===== src/rtl/alu_pkg.sv =====
// Shared types for the sequential ALU.
// Opcodes, FSM states and flag bit positions.
package alu_pkg;

  typedef enum logic [2:0] {
    ADD    = 3'b000,
    SUB    = 3'b001,
    XOR    = 3'b010,
    RSVD   = 3'b011,
    SLL    = 3'b100,
    SRA    = 3'b101,
    ROR    = 3'b110,
    PADDSB = 3'b111
  } alu_op_e;

  typedef enum logic [1:0] {
    IDLE,
    EXEC,
    SHIFT,
    DONE
  } alu_state_e;

  localparam int FLAG_Z = 2;
  localparam int FLAG_V = 1;
  localparam int FLAG_N = 0;

  function automatic logic is_shift(alu_op_e op);
    return (op == SLL) || (op == SRA) || (op == ROR);
  endfunction

endpackage


===== src/rtl/alu_seq_sat_add.sv =====
// Saturating signed add/sub of W bits.
// Works one bit wider so overflow is a sign mismatch.
module sat_add #(
  parameter int W = 16
) (
  input  logic [W-1:0] a_i,
  input  logic [W-1:0] b_i,
  input  logic         sub_i,
  output logic [W-1:0] y_o,
  output logic         ovf_o
);

  localparam logic [W-1:0] MAXV = {1'b0, {(W-1){1'b1}}};
  localparam logic [W-1:0] MINV = {1'b1, {(W-1){1'b0}}};

  logic [W:0] a_x;
  logic [W:0] b_x;
  logic [W:0] r_x;

  assign a_x   = {a_i[W-1], a_i};
  assign b_x   = {b_i[W-1], b_i};
  assign r_x   = sub_i ? (a_x - b_x) : (a_x + b_x);
  assign ovf_o = r_x[W] ^ r_x[W-1];

  // Clamp toward the true sign held in the extra bit.
  always_comb begin
    y_o = r_x[W-1:0];
    if (ovf_o) y_o = r_x[W] ? MINV : MAXV;
  end

endmodule


===== src/rtl/alu_seq.sv =====
// Handshaked ALU: saturating arith, lane add,
// iterative shifter and registered Z/V/N flags.
module alu_seq
  import alu_pkg::*;
#(
  parameter int WIDTH      = 16,
  parameter int LANE       = 4,
  parameter int SHIFT_STEP = 1
) (
  input  logic             clk,
  input  logic             rst_n,
  input  logic             in_valid,
  output logic             in_ready,
  input  logic [2:0]       Opcode,
  input  logic [WIDTH-1:0] ALU_In1,
  input  logic [WIDTH-1:0] ALU_In2,
  output logic             out_valid,
  input  logic             out_ready,
  output logic [WIDTH-1:0] ALU_Out,
  output logic             Error,
  output logic [2:0]       flags
);

  localparam int SW    = $clog2(WIDTH);
  localparam int LANES = WIDTH / LANE;
  localparam logic [SW-1:0] STEP = SW'(SHIFT_STEP);

  alu_state_e       state_q, state_d;
  alu_op_e          op_q, op_d;
  logic [WIDTH-1:0] val_q, val_d;
  logic [SW-1:0]    rem_q, rem_d;
  logic             valid_q, valid_d;
  logic [WIDTH-1:0] res_q, res_d;
  logic             err_q, err_d;
  logic [2:0]       flags_q, flags_d;

  alu_op_e          op_in;
  logic             is_idle;
  logic             accept;
  logic [WIDTH-1:0] as_y;
  logic             as_v;
  logic [WIDTH-1:0] padd_y;
  logic [LANES-1:0] unused_lane_v;

  alu_op_e          sh_op;
  logic [WIDTH-1:0] sh_src;
  logic [SW-1:0]    sh_rem;
  logic [SW-1:0]    sh_k;
  logic [SW-1:0]    sh_nrem;
  logic [2*WIDTH-1:0] ror_x;
  logic [WIDTH-1:0] sh_res;

  logic [WIDTH-1:0] ex_res;
  logic             load;
  logic [WIDTH-1:0] ld_res;
  logic             ld_err;
  logic             ld_arith;

  assign op_in    = alu_op_e'(Opcode);
  assign is_idle  = (state_q == IDLE);
  assign in_ready = is_idle && (!valid_q || out_ready);
  assign accept   = in_valid && in_ready;

  sat_add #(.W(WIDTH)) u_addsub (
    .a_i  (ALU_In1),
    .b_i  (ALU_In2),
    .sub_i(Opcode[0]),
    .y_o  (as_y),
    .ovf_o(as_v)
  );

  for (genvar g = 0; g < LANES; g++) begin : g_lane
    sat_add #(.W(LANE)) u_lane (
      .a_i  (ALU_In1[g*LANE +: LANE]),
      .b_i  (ALU_In2[g*LANE +: LANE]),
      .sub_i(1'b0),
      .y_o  (padd_y[g*LANE +: LANE]),
      .ovf_o(unused_lane_v[g])
    );
  end

  // The first step runs in the accept cycle.
  assign sh_op   = is_idle ? op_in : op_q;
  assign sh_src  = is_idle ? ALU_In1 : val_q;
  assign sh_rem  = is_idle ? ALU_In2[SW-1:0] : rem_q;
  assign sh_k    = (sh_rem < STEP) ? sh_rem : STEP;
  assign sh_nrem = sh_rem - sh_k;
  assign ror_x   = {sh_src, sh_src} >> sh_k;

  // One shift step of up to STEP bits.
  always_comb begin
    sh_res = ror_x[WIDTH-1:0];
    unique case (sh_op)
      SLL:     sh_res = sh_src << sh_k;
      SRA:     sh_res = $signed(sh_src) >>> sh_k;
      default: sh_res = ror_x[WIDTH-1:0];
    endcase
  end

  // Result of ops that finish in one cycle.
  always_comb begin
    ex_res = '0;
    unique case (op_in)
      ADD, SUB: ex_res = as_y;
      XOR:      ex_res = ALU_In1 ^ ALU_In2;
      RSVD:     ex_res = '0;
      PADDSB:   ex_res = padd_y;
      default:  ex_res = sh_res;
    endcase
  end

  // Sequencer: next state and output-load strobe.
  always_comb begin
    state_d  = state_q;
    op_d     = op_q;
    val_d    = val_q;
    rem_d    = rem_q;
    load     = 1'b0;
    ld_res   = ex_res;
    ld_err   = 1'b0;
    ld_arith = 1'b0;
    unique case (state_q)
      IDLE: begin
        if (accept) begin
          if (is_shift(op_in)) begin
            if (sh_nrem == '0) begin
              load    = 1'b1;
              ld_res  = sh_res;
              state_d = DONE;
            end else begin
              op_d    = op_in;
              val_d   = sh_res;
              rem_d   = sh_nrem;
              state_d = SHIFT;
            end
          end else begin
            load     = 1'b1;
            ld_res   = ex_res;
            ld_err   = (op_in == RSVD);
            ld_arith = (op_in == ADD) || (op_in == SUB);
            state_d  = DONE;
          end
        end
      end
      SHIFT: begin
        val_d = sh_res;
        rem_d = sh_nrem;
        if (sh_nrem == '0) begin
          load    = 1'b1;
          ld_res  = sh_res;
          state_d = DONE;
        end
      end
      DONE:    state_d = IDLE;
      default: state_d = IDLE;
    endcase
  end

  // One-entry output buffer and flag file.
  always_comb begin
    valid_d = valid_q && !out_ready;
    res_d   = res_q;
    err_d   = err_q;
    flags_d = flags_q;
    if (load) begin
      valid_d = 1'b1;
      res_d   = ld_res;
      err_d   = ld_err;
      if (!ld_err) begin
        flags_d[FLAG_Z] = (ld_res == '0);
        if (ld_arith) begin
          flags_d[FLAG_V] = as_v;
          flags_d[FLAG_N] = ld_res[WIDTH-1];
        end
      end
    end
  end

  // State and datapath registers.
  always_ff @(posedge clk or negedge rst_n) begin
    if (!rst_n) begin
      state_q <= IDLE;
      op_q    <= ADD;
      val_q   <= '0;
      rem_q   <= '0;
      valid_q <= 1'b0;
      res_q   <= '0;
      err_q   <= 1'b0;
      flags_q <= 3'b000;
    end else begin
      state_q <= state_d;
      op_q    <= op_d;
      val_q   <= val_d;
      rem_q   <= rem_d;
      valid_q <= valid_d;
      res_q   <= res_d;
      err_q   <= err_d;
      flags_q <= flags_d;
    end
  end

  assign out_valid = valid_q;
  assign ALU_Out   = res_q;
  assign Error     = err_q;
  assign flags     = flags_q;

endmodule

===== config.mk =====
export PLATFORM = sky130hd
export DESIGN_NAME = alu_seq
export DESIGN_NICKNAME = d
export VERILOG_FILES = /design/src/rtl/alu_pkg.sv /design/src/rtl/alu_seq_sat_add.sv /design/src/rtl/alu_seq.sv
export SDC_FILE = /design/constraint.sdc
export NUM_CORES = 1
export LEC_CHECK = 0
export CORE_MARGIN = 2
export CORE_UTILIZATION = 40
export DETAILED_ROUTE_END_ITERATION = 7
export PLACE_DENSITY = 0.65
export SYNTH_ARGS = -nofsm -noshare
export SYNTH_HDL_FRONTEND = slang
export SYNTH_SLANG_ARGS = --single-unit

===== constraint.sdc =====
create_clock -name clk -period 4.1 [get_ports clk]
set_input_delay 0.41 -clock clk [delete_from_list [all_inputs] [get_ports clk]]
set_output_delay 0.41 -clock clk [all_outputs]
set_load 0.01 [all_outputs]

==> results of run 1 <==
## power groups by stage
stage,clock (W),sequential (W),combinational (W)
finish,0.000415,0.000805,0.00282
global route,0.000440,0.000831,0.00309
CTS,0.000427,0.000804,0.00274
detailed placement,0,0.000809,0.00270
global placement,0,0.000800,0.00265
floorplan,0,0.000822,0.00161
## routing by layer
| metal | routed length [um] | track usage, % | vias up |
|---|---|---|---|
| met3 | 822 | 2.859 | 27 |
| met4 | 338 | 7.398 | 0 |
| li1 | - | - | 2607 |
| met2 | 7773 | 42.05 | 150 |
| met5 | 0 | 0 | - |
| met1 | 7436 | 32.92 | 2504 |
## layout by cell type, fill, tap and decap left out, drive strengths merged, types with 12 or more instances in the layout
cell type	n
buf	125
nor2	88
nand2	76
a21oi	59
dfrtp	46
clkdlybuf4s50	46
ha	40
o21ai	39
xnor2	28
inv	27
a31oi	23
mux2i	21
mux2	13
nor3	12
## cell type report
type	instances	share of cell area, %
Multi-Input combinational cell	534	54.54
Timing Repair Buffer	183	22.30
Sequential cell	46	16.79
Tap cell	147	2.683
Clock buffer	6	2.026
Inverter	27	1.478
Clock inverter	2	0.1825
## flip-flops by register name (all words and copies together) (netlist names)
name	cells
state_q	2
Error	1
op_q	3
rem_q	4
flags	3
val_q	16
ALU_Out	16
out_valid	1
## critical path: stages
cell and delay [ns]:
buf_6 0.10, buf_6 0.12, nor4_4 0.36, buf_4 0.20, a21oi_2 0.06, xnor2_1 0.13, ha_1 0.36, a21o_1 0.24
o21bai_2 0.17, a21oi_2 0.09, o32a_4 0.41, xnor2_4 0.27, nand2_2 0.11, a221o_1 0.35, nand2b_4 0.14, or4b_4 0.53
o31ai_2 0.23
## metrics by stage
step / power, W / std cells
finish: 0.004044 / 945
CTS: 0.003969 / 939
floorplan: 0.002429 / 635
global route: 0.004361 / 945
detailed placement: 0.003511 / 928
global placement: 0.003450 / 928
## logic make-up after synthesis
logic type	Yosys count	synth area share [%]
AND/OR/NAND/NOR	228	20.79
AO/OA/AOI/OAI	192	25.03
buffers and inverters	55	4.266
adder cells (fa/ha/maj)	48	12.87
flip-flops	46	23.50
multiplexers	34	7.280
XOR/XNOR	32	6.258
## repair_timing
action | 4_1_cts | 5_1_grt
cloned | 0 | 1
gates resized for setup | 26 | 47
endpoints found under the setup margin | 12 | 5
buffers inserted | 3 | 5
pin swaps | 13 | 37
## worst max-delay path by stage
stage | cells after the start | from | slack [ns] | to
after floorplan | 16 | ALU_In2[7] | 0.06 | flags[2]$_DFFE_PN0P_
after global routing | 17 | ALU_In2[1] | -0.1 | flags[2]$_DFFE_PN0P_
final | 17 | ALU_In2[1] | 0.02 | flags[2]$_DFFE_PN0P_
after global placement | 19 | ALU_In2[1] | -0.68 | flags[2]$_DFFE_PN0P_
after detailed placement | 17 | ALU_In2[1] | -0.73 | flags[2]$_DFFE_PN0P_
after CTS | 18 | ALU_In2[0] | 0.03 | flags[2]$_DFFE_PN0P_
==> run_results.csv, run 1 <==
group,metric,value,unit
logic_synthesis,syn_area_per_cell,7.714,um2
pwr,p_leak,3.181,nW
timing,hold_violations,0,
pwr,p_switching,0.001805,W
min_path,min_path_type,"input pin to asynchronous set/reset pin",
timing,setup_tns,0,ns
timing,layout_setup_ws,0.02201,ns
timing,skew,0.002119,ns
setup_path,crit_fanout,5,
timing,max_freq,245.2,MHz
placement,place_hpwl,13350,um
route,drc_errors,0,
setup_path,worstSetupEndpointType,"register",
timing,fin_crit_sh,99.46,%
logic_synthesis,yosysMostFrequentCell,"nor2_1",
layout,antenna_cells,0,
clocking,clock_latency,0.29,ns
layout,multi_input_area,3739,um2
outcome,status,"completed",
route,drt-vias-per-instance,5.596,
route,first_pass_iters,7,
logic_synthesis,synth_top_cell_by_area,"dfrtp_1",
job,drv_cap,0,
logic_synthesis,syn_area,4898,um2
logic_synthesis,yosys_warnings,0,
logic_synthesis,synthFlopType,"dfrtp_1",
global_routing,grt_max_degree,47,
route,vias,5288,
route,first_iter_violations,379,
logic_synthesis,synthTopCellsByCount,"nor2_1, nand2_1, a21oi_1, dfrtp_1, ha_1",
global_routing,antenna_found_initial,0,
logic_synthesis,syn_nets,719,
setup_path,crit_type,"input pin to register",
clocking,cts_tree,"built",
pwr,power_frac_seq,19.9,%
route,wl_per_cell,17.32,um
timing,rsz0062_at_grt,"yes",
logic_synthesis,synth_edf_count,0,
global_routing,grt_usage,24.73,%
timing,max_slew_margin,31.00,%
placement,place_congestion,0.9485,
timing,finalSetupViolCount,0,
clocking,clock-sinks,46,
clocking,cts-root-buf,"clkbuf_16",
pwr,p_comb_share,69.8,%
global_routing,grt_first_pass_wirelength,25720,um
pwr,clkPwrFrac,10.3,%
layout,syn2layout_area_growth,39.95,%
logic_synthesis,ys_ff_latch,46,
layout,num-fill-cells,1104,
floorplan,initial_utilization,40.95,%
setup_path,reg2reg_to,"flags[2]$_DFFE_PN0P_",
floorplan,die_x,114.7,um
route,drt_wl_total,16370,um
pwr,intPower,0.002239,W
clocking,clockBufferDepth,2,
logic_synthesis,postSynth.asyncResetShare,100.0,%
logic_synthesis,synth.area.top_cells,"dfrtp_1, ha_1, nor2_1",
pwr,swShare,44.64,%
floorplan,pin_count,61,
layout,drive_above_1_share,24.44,%
logic_synthesis,synth_top_area_share,23.50,%
logic_synthesis,postSynthCellCount,635,
layout,seq_area,1151,um2
layout,fin_area,6855,um2
clocking,htree_num_levels,2,
setup_path,regToRegSetupSlack,0.52,ns
setup_path,startpoint_type,"input pin",
route,antenna_left,0,
layout,nNetsFinal,881,
floorplan,die_h,114.7,um
pwr,ir_drop,0.2166,mV
placement,dpl-instance-area,6446,um2
setup_path,cp.required,4.31,ns
global_routing,first_global_vias,5123,
global_routing,grt-ovfl-total,0,
setup_path,r2r_start,"state_q[1]$_DFFE_PN0P_",
setup_path,cp.arrival,4.28,ns
timing,hold_ws,0.3042,ns
floorplan,coreArea,11960,um2
floorplan,dieArea,13150,um2
logic_synthesis,ys_seq_area_share,23.50,%
placement,numPortBuffers,60,
clocking,numCtsBuffers,5,
placement,detailedPlace.worstSlack,-0.7273,ns
layout,final_util,57.31,%
pwr,power.density,589.9,nW/um2
setup_path,r2r_cells,12,
clocking,clkTransAtPathRegs,0.06,ns
timing,tightest_slew,1.035,ns
floorplan,rows,40,
timing,min_period,4.078,ns
timing,slew_violations,0,
logic_synthesis,synth.distinct_cells,64,
clocking,hold_buffers,0,
Note: power is estimated with default switching activity, not from simulation.
==> run 2, diff against run 1 <==
Settings changed: HOLD_SLACK_MARGIN from default to 0.02.
==> results of run 2 <==
Same layout as run 1: the final DEF is identical, and so are final timing and power.
